<file path="src/rtl/timer_ip.sv">
// timer_ip: memory-mapped prescaled timer with compare-match flag.
// Define TIMER_IRQ_EN to implement the IRQEN bit and the irq output.
module timer_ip #(
   parameter int          PRESC_W     = 16,
   parameter logic [31:0] RST_COMPARE = 32'hFFFFFFFF
) (
   input  logic        clk,
   input  logic        rst,
   input  logic [31:0] waddr,
   input  logic [31:0] wdata,
   input  logic        wen,
   input  logic [3:0]  wstrb,
   output logic        wready,
   input  logic [31:0] raddr,
   input  logic        ren,
   output logic [31:0] rdata,
   output logic        rvalid,
   output logic        irq
);

   localparam logic [2:0] A_CTRL    = 3'd0;
   localparam logic [2:0] A_PRESC   = 3'd1;
   localparam logic [2:0] A_COUNT   = 3'd2;
   localparam logic [2:0] A_COMPARE = 3'd3;
   localparam logic [2:0] A_STATUS  = 3'd4;

   function automatic logic [31:0] merge(
      input logic [31:0] old,
      input logic [31:0] nw,
      input logic [3:0]  s
   );
      logic [31:0] res;
      res = old;
      for (int i = 0; i < 4; i++) begin
         if (s[i]) res[8*i +: 8] = nw[8*i +: 8];
      end
      return res;
   endfunction

   logic               en;
   logic               autoreload;
   logic               irq_en;
   logic [PRESC_W-1:0] presc;
   logic [PRESC_W-1:0] pcnt;
   logic [31:0]        count;
   logic [31:0]        compare;
   logic               match;
   logic               irq_q;

   logic [2:0]  wsel;
   logic [2:0]  rsel;
   logic        wr_ctrl;
   logic        wr_presc;
   logic        wr_count;
   logic        wr_compare;
   logic        wr_status;
   logic        w1c;
   logic        tick;
   logic        hit;
   logic [31:0] presc_wide;
   logic [31:0] rd_mux;

   assign wsel       = waddr[4:2];
   assign rsel       = raddr[4:2];
   assign wr_ctrl    = wen && (wsel == A_CTRL);
   assign wr_presc   = wen && (wsel == A_PRESC);
   assign wr_count   = wen && (wsel == A_COUNT);
   assign wr_compare = wen && (wsel == A_COMPARE);
   assign wr_status  = wen && (wsel == A_STATUS);
   assign w1c        = wr_status && wstrb[0] && wdata[0];

   assign tick       = en && (pcnt == presc);
   assign hit        = (count == compare);
   assign presc_wide = merge(32'(presc), wdata, wstrb);

   // CTRL bits live only in lane 0
   always_ff @(posedge clk) begin
      if (rst) begin
         en         <= 1'b0;
         autoreload <= 1'b0;
      end else if (wr_ctrl && wstrb[0]) begin
         en         <= wdata[0];
         autoreload <= wdata[1];
      end
   end

`ifdef TIMER_IRQ_EN
   always_ff @(posedge clk) begin
      if (rst) begin
         irq_en <= 1'b0;
      end else if (wr_ctrl && wstrb[0]) begin
         irq_en <= wdata[2];
      end
   end
`else
   assign irq_en = 1'b0;
`endif

   always_ff @(posedge clk) begin
      if (rst) begin
         presc <= '0;
      end else if (wr_presc) begin
         presc <= presc_wide[PRESC_W-1:0];
      end
   end

   always_ff @(posedge clk) begin
      if (rst) begin
         pcnt <= '0;
      end else if (wr_presc || !en || tick) begin
         pcnt <= '0;
      end else begin
         pcnt <= pcnt + 1'b1;
      end
   end

   // a software write to COUNT overrides the tick
   always_ff @(posedge clk) begin
      if (rst) begin
         count <= '0;
      end else if (wr_count) begin
         count <= merge(count, wdata, wstrb);
      end else if (tick) begin
         if (hit && autoreload) count <= '0;
         else                   count <= count + 32'd1;
      end
   end

   always_ff @(posedge clk) begin
      if (rst) begin
         compare <= RST_COMPARE;
      end else if (wr_compare) begin
         compare <= merge(compare, wdata, wstrb);
      end
   end

   // set beats clear when both land on one edge
   always_ff @(posedge clk) begin
      if (rst) begin
         match <= 1'b0;
      end else if (tick && hit) begin
         match <= 1'b1;
      end else if (w1c) begin
         match <= 1'b0;
      end
   end

   always_ff @(posedge clk) begin
      if (rst) begin
         irq_q <= 1'b0;
      end else begin
         irq_q <= match & irq_en;
      end
   end

   assign irq = irq_q;

   always_comb begin
      rd_mux = '0;
      unique case (1'b1)
         (rsel == A_CTRL):    rd_mux = {29'd0, irq_en, autoreload, en};
         (rsel == A_PRESC):   rd_mux = 32'(presc);
         (rsel == A_COUNT):   rd_mux = count;
         (rsel == A_COMPARE): rd_mux = compare;
         (rsel == A_STATUS):  rd_mux = {30'd0, en, match};
         default:             rd_mux = '0;
      endcase
   end

   always_ff @(posedge clk) begin
      if (rst) begin
         rdata  <= '0;
         rvalid <= 1'b0;
         wready <= 1'b0;
      end else begin
         rvalid <= ren;
         wready <= wen;
         if (ren) rdata <= rd_mux;
      end
   end

   logic unused_bits;
   assign unused_bits = ^{waddr[31:5], waddr[1:0],
                          raddr[31:5], raddr[1:0], presc_wide};

endmodule

</file>
<file path="config.mk">
export PLATFORM = sky130hd
export DESIGN_NAME = timer_ip
export DESIGN_NICKNAME = d
export VERILOG_FILES = /design/src/rtl/timer_ip.sv
export SDC_FILE = /design/constraint.sdc
export NUM_CORES = 1
export LEC_CHECK = 0
export CORE_MARGIN = 5
export CORE_UTILIZATION = 56
export DETAILED_ROUTE_END_ITERATION = 7
export PLACE_DENSITY = 0.86
export SLEW_MARGIN = 30
export SYNTH_ARGS = -nofsm -noshare
export SYNTH_HDL_FRONTEND = slang
export SYNTH_SLANG_ARGS = --single-unit
export TNS_END_PERCENT = 5
</file>
<file path="constraint.sdc">
create_clock -name clk -period 5.7 [get_ports clk]
set_clock_uncertainty 0.05 [all_clocks]
set_input_delay 1.71 -clock clk [delete_from_list [all_inputs] [get_ports clk]]
set_output_delay 1.71 -clock clk [all_outputs]
set_load 0.01 [all_outputs]
</file>
==> impl_metrics.py, run 1 <==
metrics = {
    "clock_tree": {
        "cts_sinks": 133,
        "h-tree-depth": 4,
        "cts_setup_buffers": 0,
        "clk_pin_slew_worst_paths_ps": 50,
        "numCtsBuffers": 17,
        "clkLatencyLatePin_ps": 440,
        "ctsResizeCount": 0,
        "cts_hold_buffers": 0,
        "cts_root_buffer": "clkbuf_16",
        "cts_buffer_depth": 2,
        "cts_tree": "done",
    },
    "logic_synthesis": {
        "synth-seq-area-share_pct": 39.3,
        "async_flop_share_pct": 0,
        "synth_edf_count": 0,
        "synth_seq_cells": 133,
        "syn_inst": 858,
        "ys_types": 56,
        "synth_ff_type": "dfxtp_1",
        "synth.avg_cell_area_um2": 7.90,
        "syn_area_mm2": 0.00678,
        "synth_nets": 964,
        "yosysWarnings": 0,
    },
    "grt": {
        "grt_max_degree": 60,
        "antenna_found_initial": 0,
        "grt_first_pass_wirelength_um": 31200,
        "grt_pass1_vias": 6134,
        "grt_usage_pct": 27.3,
        "gr-total-overflow": 0,
    },
    "sta": {
        "rsz0062_at_grt": "no",
        "holdWs_ps": 409,
        "slew_viol_final": 0,
        "setup_viol": 0,
        "tns_ps": 0,
        "slew_headroom_pct": 43.7,
        "worst_pin_slew_ps": 841,
        "max_freq_mhz": 255,
        "fin_ws_ps": 1770,
        "fin_crit_ps": 3930,
        "fin_crit_sh_pct": 68.9,
        "finalHoldViolations": 0,
    },
    "floorplan": {
        "dieArea_mm2": 0.0144,
        "num_io_pins": 139,
        "num_rows": 40,
        "core_mm2": 0.0120,
        "dieHeight_um": 120,
        "initial_utilization_pct": 56.7,
        "die_w_um": 120,
    },
    "worst_setup_path": {
        "worstPathArrival_ps": 4150,
        "cp.buffers_inverters": 3,
        "rrSetupSlack_ps": 2540,
        "ff2ff_path_depth": 7,
        "critical_path.slowest_cell": "clkdlybuf4s50_1",
        "slowest_delay_ps": 480,
        "critPathTopFamily": "buffers and inverters",
        "worstSetupEndpointType": "register",
        "crit_chain": "clkdlybuf4s50_1 > nor2b_1 > nand3b_1 > inv_1 > or3_1 > buf_4 > nand2_1 > a21oi_1 > a211oi_1",
        "r2r-end": "count[29]$_SDFFE_PP0P_",
        "setup.worst_path.start_class": "primary input",
        "path_max_fanout": 59,
        "worstSetupPathType": "primary input to register",
        "r2r-start": "count[15]$_SDFFE_PP0P_",
        "cp.required_ps": 5920,
    },
    "placed_design": {
        "place_hpwl_um": 13200,
        "pre_cts_ws_ps": 1370,
        "port_buffers": 79,
        "place_congestion": 0.925,
    },
    "power": {
        "switchingPower_w": 0.000539,
        "p_int_w": 0.00186,
        "p_sw_share_pct": 22.5,
        "pwr-share-comb_pct": 8.4,
        "clock_power_share_pct": 51.1,
        "vdd_drop_max_uv": 197,
        "power.density_mw_per_mm2": 291,
        "p_leak_nw": 3.23,
        "power_frac_seq_pct": 40.5,
    },
    "route": {
        "dr.pass1.iters": 5,
        "ant_nets": 0,
        "vias": 6591,
        "routedWlPerCell_um": 18.3,
        "drtIter0Drc": 694,
        "routed_wl_um": 19600,
        "drc": 0,
        "via_per_inst": 6.17,
    },
    "worst_hold_path": {
        "hold_path.class": "register to register",
        "min_from": "rdata[1]$_SDFFE_PP0P_",
        "hold_depth": 2,
        "hold_end": "rdata[1]$_SDFFE_PP0P_",
    },
    "layout": {
        "mostFrequentLayoutCell": "dfxtp_1",
        "nNetsFinal": 1015,
        "layout_common_cells": "dfxtp_1, nand2_1, nor2_1",
        "drive_above_1_share_pct": 6.84,
        "area_growth_pct": 21.6,
        "nFillCells": 922,
        "antenna_cells": 0,
    },
    "job": {
        "drv_cap": 0,
    },
    "status": {
        "status": "completed",
    },
}
==> state kept, by name (all words and copies together), names as in the netlist <==
signal,count
autoreload,1
rdata,32
compare,32
pcnt,16
match,1
rvalid,1
count,32
wready,1
presc,16
en,1
==> power by group through the flow <==
stage                     clock network (W)  logic [W]  registers, W
after floorplan                           0   0.000111      0.000988
after global placement                    0   0.000195      0.000989
after detailed placement                  0   0.000198      0.000990
after CTS                           0.00122   0.000200      0.000971
after global routing                0.00127   0.000217      0.000974
final                               0.00122   0.000202      0.000971
==> area by class of cell <==
class	count	area (um^2)	share of cell area, %
Timing Repair Buffer	86	833	10.1
Clock buffer	22	484	5.88
Inverter	11	41.3	0.501
Multi-Input combinational cell	660	3860	46.9
Clock inverter	9	173	2.10
Tap cell	147	184	2.23
Sequential cell	133	2660	32.3
==> worst max path at each step <==
| stage | endpoint | slack, ps | startpoint | cells after the start |
|---|---|---|---|---|
| detailed placement | count[5]$_SDFFE_PP0P_ | 1370 | wen | 7 |
| global placement | count[5]$_SDFFE_PP0P_ | 1400 | wen | 7 |
| global route | count[14]$_SDFFE_PP0P_ | 1630 | wen | 9 |
| floorplan | count[5]$_SDFFE_PP0P_ | 2320 | wen | 8 |
| finish | count[21]$_SDFFE_PP0P_ | 1770 | wen | 9 |
| CTS | count[5]$_SDFFE_PP0P_ | 1830 | wen | 7 |
==> routing by layer <==
metal / GRT usage, % / wire (um) / vias to the layer above
met3: 5.94 / 1640 / 56
met5: 0 / 0 / -
met2: 43.7 / 9150 / 331
met4: 12.2 / 631 / 0
met1: 35.3 / 8130 / 3092
li1: - / - / 3112
==> cell usage after synthesis (all sizes together), types with 12 or more instances <==
cell type / instances / share of area, %
o21ai: 42 / 3.1
nand3: 70 / 5.2
xnor2: 12 / 1.6
xor2: 56 / 7.2
a211oi: 22 / 2.5
nand2: 129 / 7.1
mux2: 16 / 2.7
a22o: 16 / 2.1
nor2: 94 / 5.2
a22oi: 19 / 2.1
a21oi: 64 / 4.7
dfxtp: 133 / 39
mux2i: 18 / 2.7
clkbuf: 47 / 2.6
==> stage by stage <==
stage | instance area, um^2 | utilization (%) | std cells | power [W]
2_1_floorplan | 6780 | - | 858 | 0.00110
3_3_place_gp | 7580 | 63.4 | 1037 | 0.00118
3_5_place_dp | 7580 | 63.4 | 1037 | 0.00119
4_1_cts | 8240 | 68.9 | 1068 | 0.00240
5_1_grt | 8240 | 68.9 | 1068 | 0.00246
6_report | 8240 | 68.9 | 1068 | 0.00240
==> tightest hold or removal path: cells and delay by family, from the launching register on <==
family / cells / cell delay (ps)
compound gates: 1 / 50
simple gates: 1 / 60
flops: 1 / 300
==> cells by family after synthesis <==
family | after synthesis | synth area share [%]
AOI/OAI and AO/OA | 194 | 18.3
xor gates and xnor gates | 68 | 8.78
adders and majority gates | 2 | 0.369
buffers and inverters | 65 | 3.82
DFF | 133 | 39.3
muxes | 34 | 5.31
other | 1 | 0.0553
and+or+nand+nor | 361 | 24.1
(Power assumes the default switching activity.)
==> inputs of run 2 (changes only) <==
--- a/config.mk
+++ b/config.mk
@@ -6,9 +6,9 @@
 export NUM_CORES = 1
 export LEC_CHECK = 0
 export CORE_MARGIN = 5
-export CORE_UTILIZATION = 56
+export CORE_UTILIZATION = 47
 export DETAILED_ROUTE_END_ITERATION = 7
-export PLACE_DENSITY = 0.86
+export PLACE_DENSITY = 0.77
 export SLEW_MARGIN = 30
 export SYNTH_ARGS = -nofsm -noshare
 export SYNTH_HDL_FRONTEND = slang
==> constraint.sdc (replaced) <==
create_clock -name clk -period 3.3 [get_ports clk]
set_clock_uncertainty 0.05 [all_clocks]
set_input_delay 0.99 -clock clk [delete_from_list [all_inputs] [get_ports clk]]
set_output_delay 0.99 -clock clk [all_outputs]
set_load 0.01 [all_outputs]
==> impl_metrics.py, run 2 (synthesized netlist as in run 1, its figures left out) <==
metrics = {
    "power": {
        "p_leak_nw": 3.25,
        "vdd_drop_max_uv": 372,
        "totalPowerFinal_w": 0.00375,
        "power.density_mw_per_mm2": 453,
    },
    "sta": {
        "setup_viol": 0,
        "tns_ps": 0,
        "finalHoldViolations": 0,
        "rsz0062_at_grt": "no",
        "worst_pin_slew_ps": 582,
        "fin_crit_ps": 2760,
        "slew_headroom_pct": 61.0,
        "max_freq_mhz": 362,
        "holdWs_ps": 415,
        "slew_viol_final": 0,
        "fin_crit_sh_pct": 83.7,
    },
    "floorplan": {
        "num_io_pins": 139,
        "initial_utilization_pct": 48.5,
        "dieHeight_um": 130,
        "dieArea_mm2": 0.0169,
        "die_w_um": 130,
        "core_mm2": 0.0140,
        "num_rows": 43,
    },
    "worst_setup_path": {
        "cp.buffers_inverters": 3,
        "path_max_fanout": 31,
        "slowest_delay_ps": 420,
        "critical_path.slowest_cell": "clkdlybuf4s50_1",
        "cp.required_ps": 3590,
        "crit_chain": "clkdlybuf4s50_1 > nor2b_1 > nand3b_1 > inv_1 > or3_1 > buf_12 > o311ai_0 > o41ai_1 > nor3_1",
        "worstSetupEndpointType": "register",
        "worstSetupPathType": "primary input to register",
        "path_depth": 9,
        "setup.worst_path.start_class": "primary input",
        "ff2ff_path_depth": 8,
        "critPathTopFamily": "simple AND/OR/NAND/NOR gates",
        "worstPathArrival_ps": 3060,
    },
    "route": {
        "drc": 0,
        "via_per_inst": 5.91,
        "drtIter0Drc": 650,
        "routedWlPerCell_um": 17.5,
        "ant_nets": 0,
        "routed_wl_um": 19500,
        "dr.pass1.iters": 5,
        "vias": 6601,
    },
    "grt": {
        "antenna_found_initial": 0,
        "grt_usage_pct": 23.5,
        "grt_first_pass_wirelength_um": 31200,
        "grt_max_degree": 45,
        "grt_pass1_vias": 6122,
        "gr-total-overflow": 0,
    },
    "layout": {
        "final_area_mm2": 0.00829,
        "drive_above_1_share_pct": 8.11,
        "area_growth_pct": 22.3,
        "nNetsFinal": 1031,
        "layout_common_cells": "dfxtp_1, nand2_1, nor2_1",
        "largestRegisters": "compare x32, count x32, rdata x32",
        "mostFrequentLayoutCell": "dfxtp_1",
        "final_util_pct": 59.3,
        "antenna_cells": 0,
        "nFillCells": 1237,
    },
    "placed_design": {
        "place_congestion": 0.885,
        "place_area_mm2": 0.00777,
        "place_hpwl_um": 13800,
        "port_buffers": 79,
    },
    "job": {
        "drv_cap": 0,
    },
    "worst_hold_path": {
        "hold_path.class": "register to register",
        "hold_depth": 2,
    },
    "clock_tree": {
        "clk_pin_slew_worst_paths_ps": 60,
        "cts_root_buffer": "clkbuf_16",
        "clkLatencyLatePin_ps": 430,
        "cts_setup_buffers": 0,
        "ctsResizeCount": 0,
        "cts_tree": "done",
        "h-tree-depth": 4,
        "cts_sinks": 133,
        "cts_buffer_depth": 2,
        "cts_hold_buffers": 0,
        "numCtsBuffers": 17,
    },
    "status": {
        "status": "completed",
    },
}
==> run 2: worst register-to-register path: cells and delay by family (launching register included) <==
family / cells / cell delay [ps]
XOR/XNOR: 1 / 160
AO/OA/AOI/OAI: 2 / 440
flip-flops: 1 / 440
AND/OR/NAND/NOR: 4 / 1110
buffers and inverters: 1 / 200
==> run 2: final timing paths <==
check	startpoint	end	slack (ps)
min reg2reg	rdata[1]$_SDFFE_PP0P_	rdata[1]$_SDFFE_PP0P_	410
min	rdata[1]$_SDFFE_PP0P_	rdata[1]$_SDFFE_PP0P_	410
max reg2reg	count[15]$_SDFFE_PP0P_	count[17]$_SDFFE_PP0P_	770
max	wen	count[29]$_SDFFE_PP0P_	540
==> run 2: cell type report <==
class	instances	area, um^2	area share [%]
clock inverter	11	87.6	1.06
tap	180	225	2.72
multi-input combinational	660	3860	46.6
inverter	11	41.3	0.498
timing repair buffer	102	978	11.8
clock buffer	20	437	5.27
sequential	133	2660	32.1
==> run 2: stage by stage <==
step,cells,setup slack [ps]
floorplan,858,636
global placement,1086,164
detailed placement,1086,119
CTS,1117,562
global route,1117,428
finish,1117,536
==> run 2: per-layer routing <==
layer | track usage, % | vias to the layer above | share of wire [%]
met5 | 0 | - | 0
met3 | 4.83 | 48 | 7.8
met2 | 36.8 | 295 | 46
li1 | - | 3152 | -
met1 | 32.0 | 3106 | 44
met4 | 8.99 | 0 | 2.6
==> run 2: where the power goes <==
group / internal [W] / switching, W
sequential: 0.00164 / 0.0000357
clock: 0.00102 / 0.000697
combinational: 0.000168 / 0.000195
==> inputs of run 3 (changes only) <==
--- a/config.mk
+++ b/config.mk
@@ -6,9 +6,9 @@
 export NUM_CORES = 1
 export LEC_CHECK = 0
 export CORE_MARGIN = 5
-export CORE_UTILIZATION = 47
+export CORE_UTILIZATION = 52
 export DETAILED_ROUTE_END_ITERATION = 7
-export PLACE_DENSITY = 0.77
+export PLACE_DENSITY = 0.81
 export SLEW_MARGIN = 30
 export SYNTH_ARGS = -nofsm -noshare
 export SYNTH_HDL_FRONTEND = slang
==> constraint.sdc (replaced) <==
create_clock -name clk -period 2.75 [get_ports clk]
set_clock_uncertainty 0.05 [all_clocks]
set_input_delay 0.825 -clock clk [delete_from_list [all_inputs] [get_ports clk]]
set_output_delay 0.825 -clock clk [all_outputs]
set_load 0.01 [all_outputs]
==> impl_metrics.py, run 3 (synthesized netlist as in run 1, its figures left out) <==
metrics = {
    "floorplan": {
        "num_rows": 41,
        "dieHeight_um": 124,
        "core_mm2": 0.0127,
        "initial_utilization_pct": 53.3,
        "die_w_um": 124,
        "dieArea_mm2": 0.0154,
        "num_io_pins": 139,
    },
    "grt": {
        "gr-total-overflow": 0,
        "grt_usage_pct": 26.5,
        "antenna_found_initial": 0,
        "grt_pass1_vias": 6184,
        "grt_max_degree": 41,
        "grt_first_pass_wirelength_um": 31500,
    },
    "clock_tree": {
        "h-tree-depth": 4,
        "clkLatencyLatePin_ps": 420,
        "cts_tree": "done",
        "cts_setup_buffers": 0,
        "clk_pin_slew_worst_paths_ps": 60,
        "cts_hold_buffers": 0,
        "numCtsBuffers": 17,
        "cts_buffer_depth": 2,
        "ctsResizeCount": 0,
        "cts_sinks": 133,
        "cts_root_buffer": "clkbuf_16",
    },
    "sta": {
        "finalHoldViolations": 0,
        "holdWs_ps": 422,
        "tns_ps": 0,
        "worst_pin_slew_ps": 696,
        "slew_headroom_pct": 53.4,
        "max_freq_mhz": 393,
        "rsz0062_at_grt": "no",
        "fin_crit_ps": 2550,
        "slew_viol_final": 0,
        "fin_crit_sh_pct": 92.6,
        "setup_viol": 0,
        "fin_ws_ps": 203,
    },
    "worst_setup_path": {
        "cp.required_ps": 3030,
        "worstSetupPathType": "primary input to register",
        "worstPathArrival_ps": 2830,
        "setup.worst_path.start_class": "primary input",
        "worstSetupEndpointType": "register",
        "path_max_fanout": 10,
    },
    "placed_design": {
        "place_congestion": 0.929,
        "port_buffers": 79,
        "place_hpwl_um": 14000,
        "dp_cells": 1097,
        "pre_cts_ws_ps": -206,
    },
    "layout": {
        "final_cells": 1129,
        "layout_common_cells": "dfxtp_1, nand2_1, nor2_1",
        "drive_above_1_share_pct": 10.2,
        "antenna_cells": 0,
        "nNetsFinal": 1050,
        "area_growth_pct": 25.7,
        "largestRegisters": "compare x32, count x32, rdata x32",
        "mostFrequentLayoutCell": "dfxtp_1",
    },
    "status": {
        "status": "completed",
    },
    "route": {
        "drtIter0Drc": 659,
        "routed_wl_um": 20000,
        "routedWlPerCell_um": 17.7,
        "dr.pass1.iters": 5,
        "vias": 6669,
        "via_per_inst": 5.91,
        "ant_nets": 0,
        "drc": 0,
    },
    "worst_hold_path": {
        "hold_path.class": "register to register",
    },
    "power": {
        "vdd_drop_max_uv": 392,
        "pwr-share-comb_pct": 9.4,
        "p_leak_nw": 3.39,
        "clock_power_share_pct": 48.4,
        "totalPowerFinal_w": 0.00477,
        "power.density_mw_per_mm2": 560,
        "p_sw_share_pct": 23.5,
        "switchingPower_w": 0.00112,
        "power_frac_seq_pct": 42.2,
        "p_int_w": 0.00365,
    },
    "job": {
        "drv_cap": 0,
    },
}
-- run 3: cell count changes in the layout (fill, tap and decap cells not counted), sizes merged --
cell | previous run | this run
buf | 25 | 44
clkbuf | 20 | 24
clkinv | 9 | 6
bufinv | 1 | 2
clkinvlp | 3 | 2
-- run 3: area by class of cell --
type / instances / area [um^2]
Clock inverter: 8 / 95.1
Inverter: 11 / 41.3
Multi-Input combinational cell: 660 / 3860
Clock buffer: 24 / 512
Timing Repair Buffer: 121 / 1130
Tap cell: 172 / 215
Fill cell: 1071 / 4200
Sequential cell: 133 / 2660
-- run 3: through the flow --
step,utilization [%],instance area [um^2]
after floorplan,-,6780
after global placement,62.2,7910
after detailed placement,62.2,7910
after CTS,67.0,8520
after global routing,67.0,8520
final,67.0,8520
-- run 3: final timing paths --
| check | slack [ps] | endpoint | cells past startpoint | startpoint |
|---|---|---|---|---|
| worst min-delay path | 420 | rdata[0]$_SDFFE_PP0P_ | 2 | rdata[0]$_SDFFE_PP0P_ |
| worst min register to register | 420 | rdata[0]$_SDFFE_PP0P_ | 2 | rdata[0]$_SDFFE_PP0P_ |
| worst max register to register | 310 | count[4]$_SDFFE_PP0P_ | 9 | pcnt[0]$_SDFF_PP0_ |
| worst max-delay path | 200 | count[4]$_SDFFE_PP0P_ | 10 | wen |
-- run 3: metal layers --
metal	track usage, %	wire length (um)
met5	0	0
met4	9.99	507
met3	5.27	1420
met2	41.6	9400
met1	36.0	8670
-- run 3: worst max-delay path, stage by stage --
cell and delay, ps:
clkdlybuf4s50_1 410, nor2b_1 140, nand3b_1 150, inv_1 70, or3_1 350, buf_4 190
buf_4 170, nand2_1 190, a21oi_1 100, a211oi_1 230
-- run 3: power groups by stage --
stage               registers [W]  clock network [W]  logic [W]
floorplan                 0.00205                  0   0.000229
global placement          0.00205                  0   0.000435
detailed placement        0.00205                  0   0.000439
CTS                       0.00201            0.00232   0.000444
global route              0.00202            0.00241   0.000482
finish                    0.00201            0.00231   0.000449
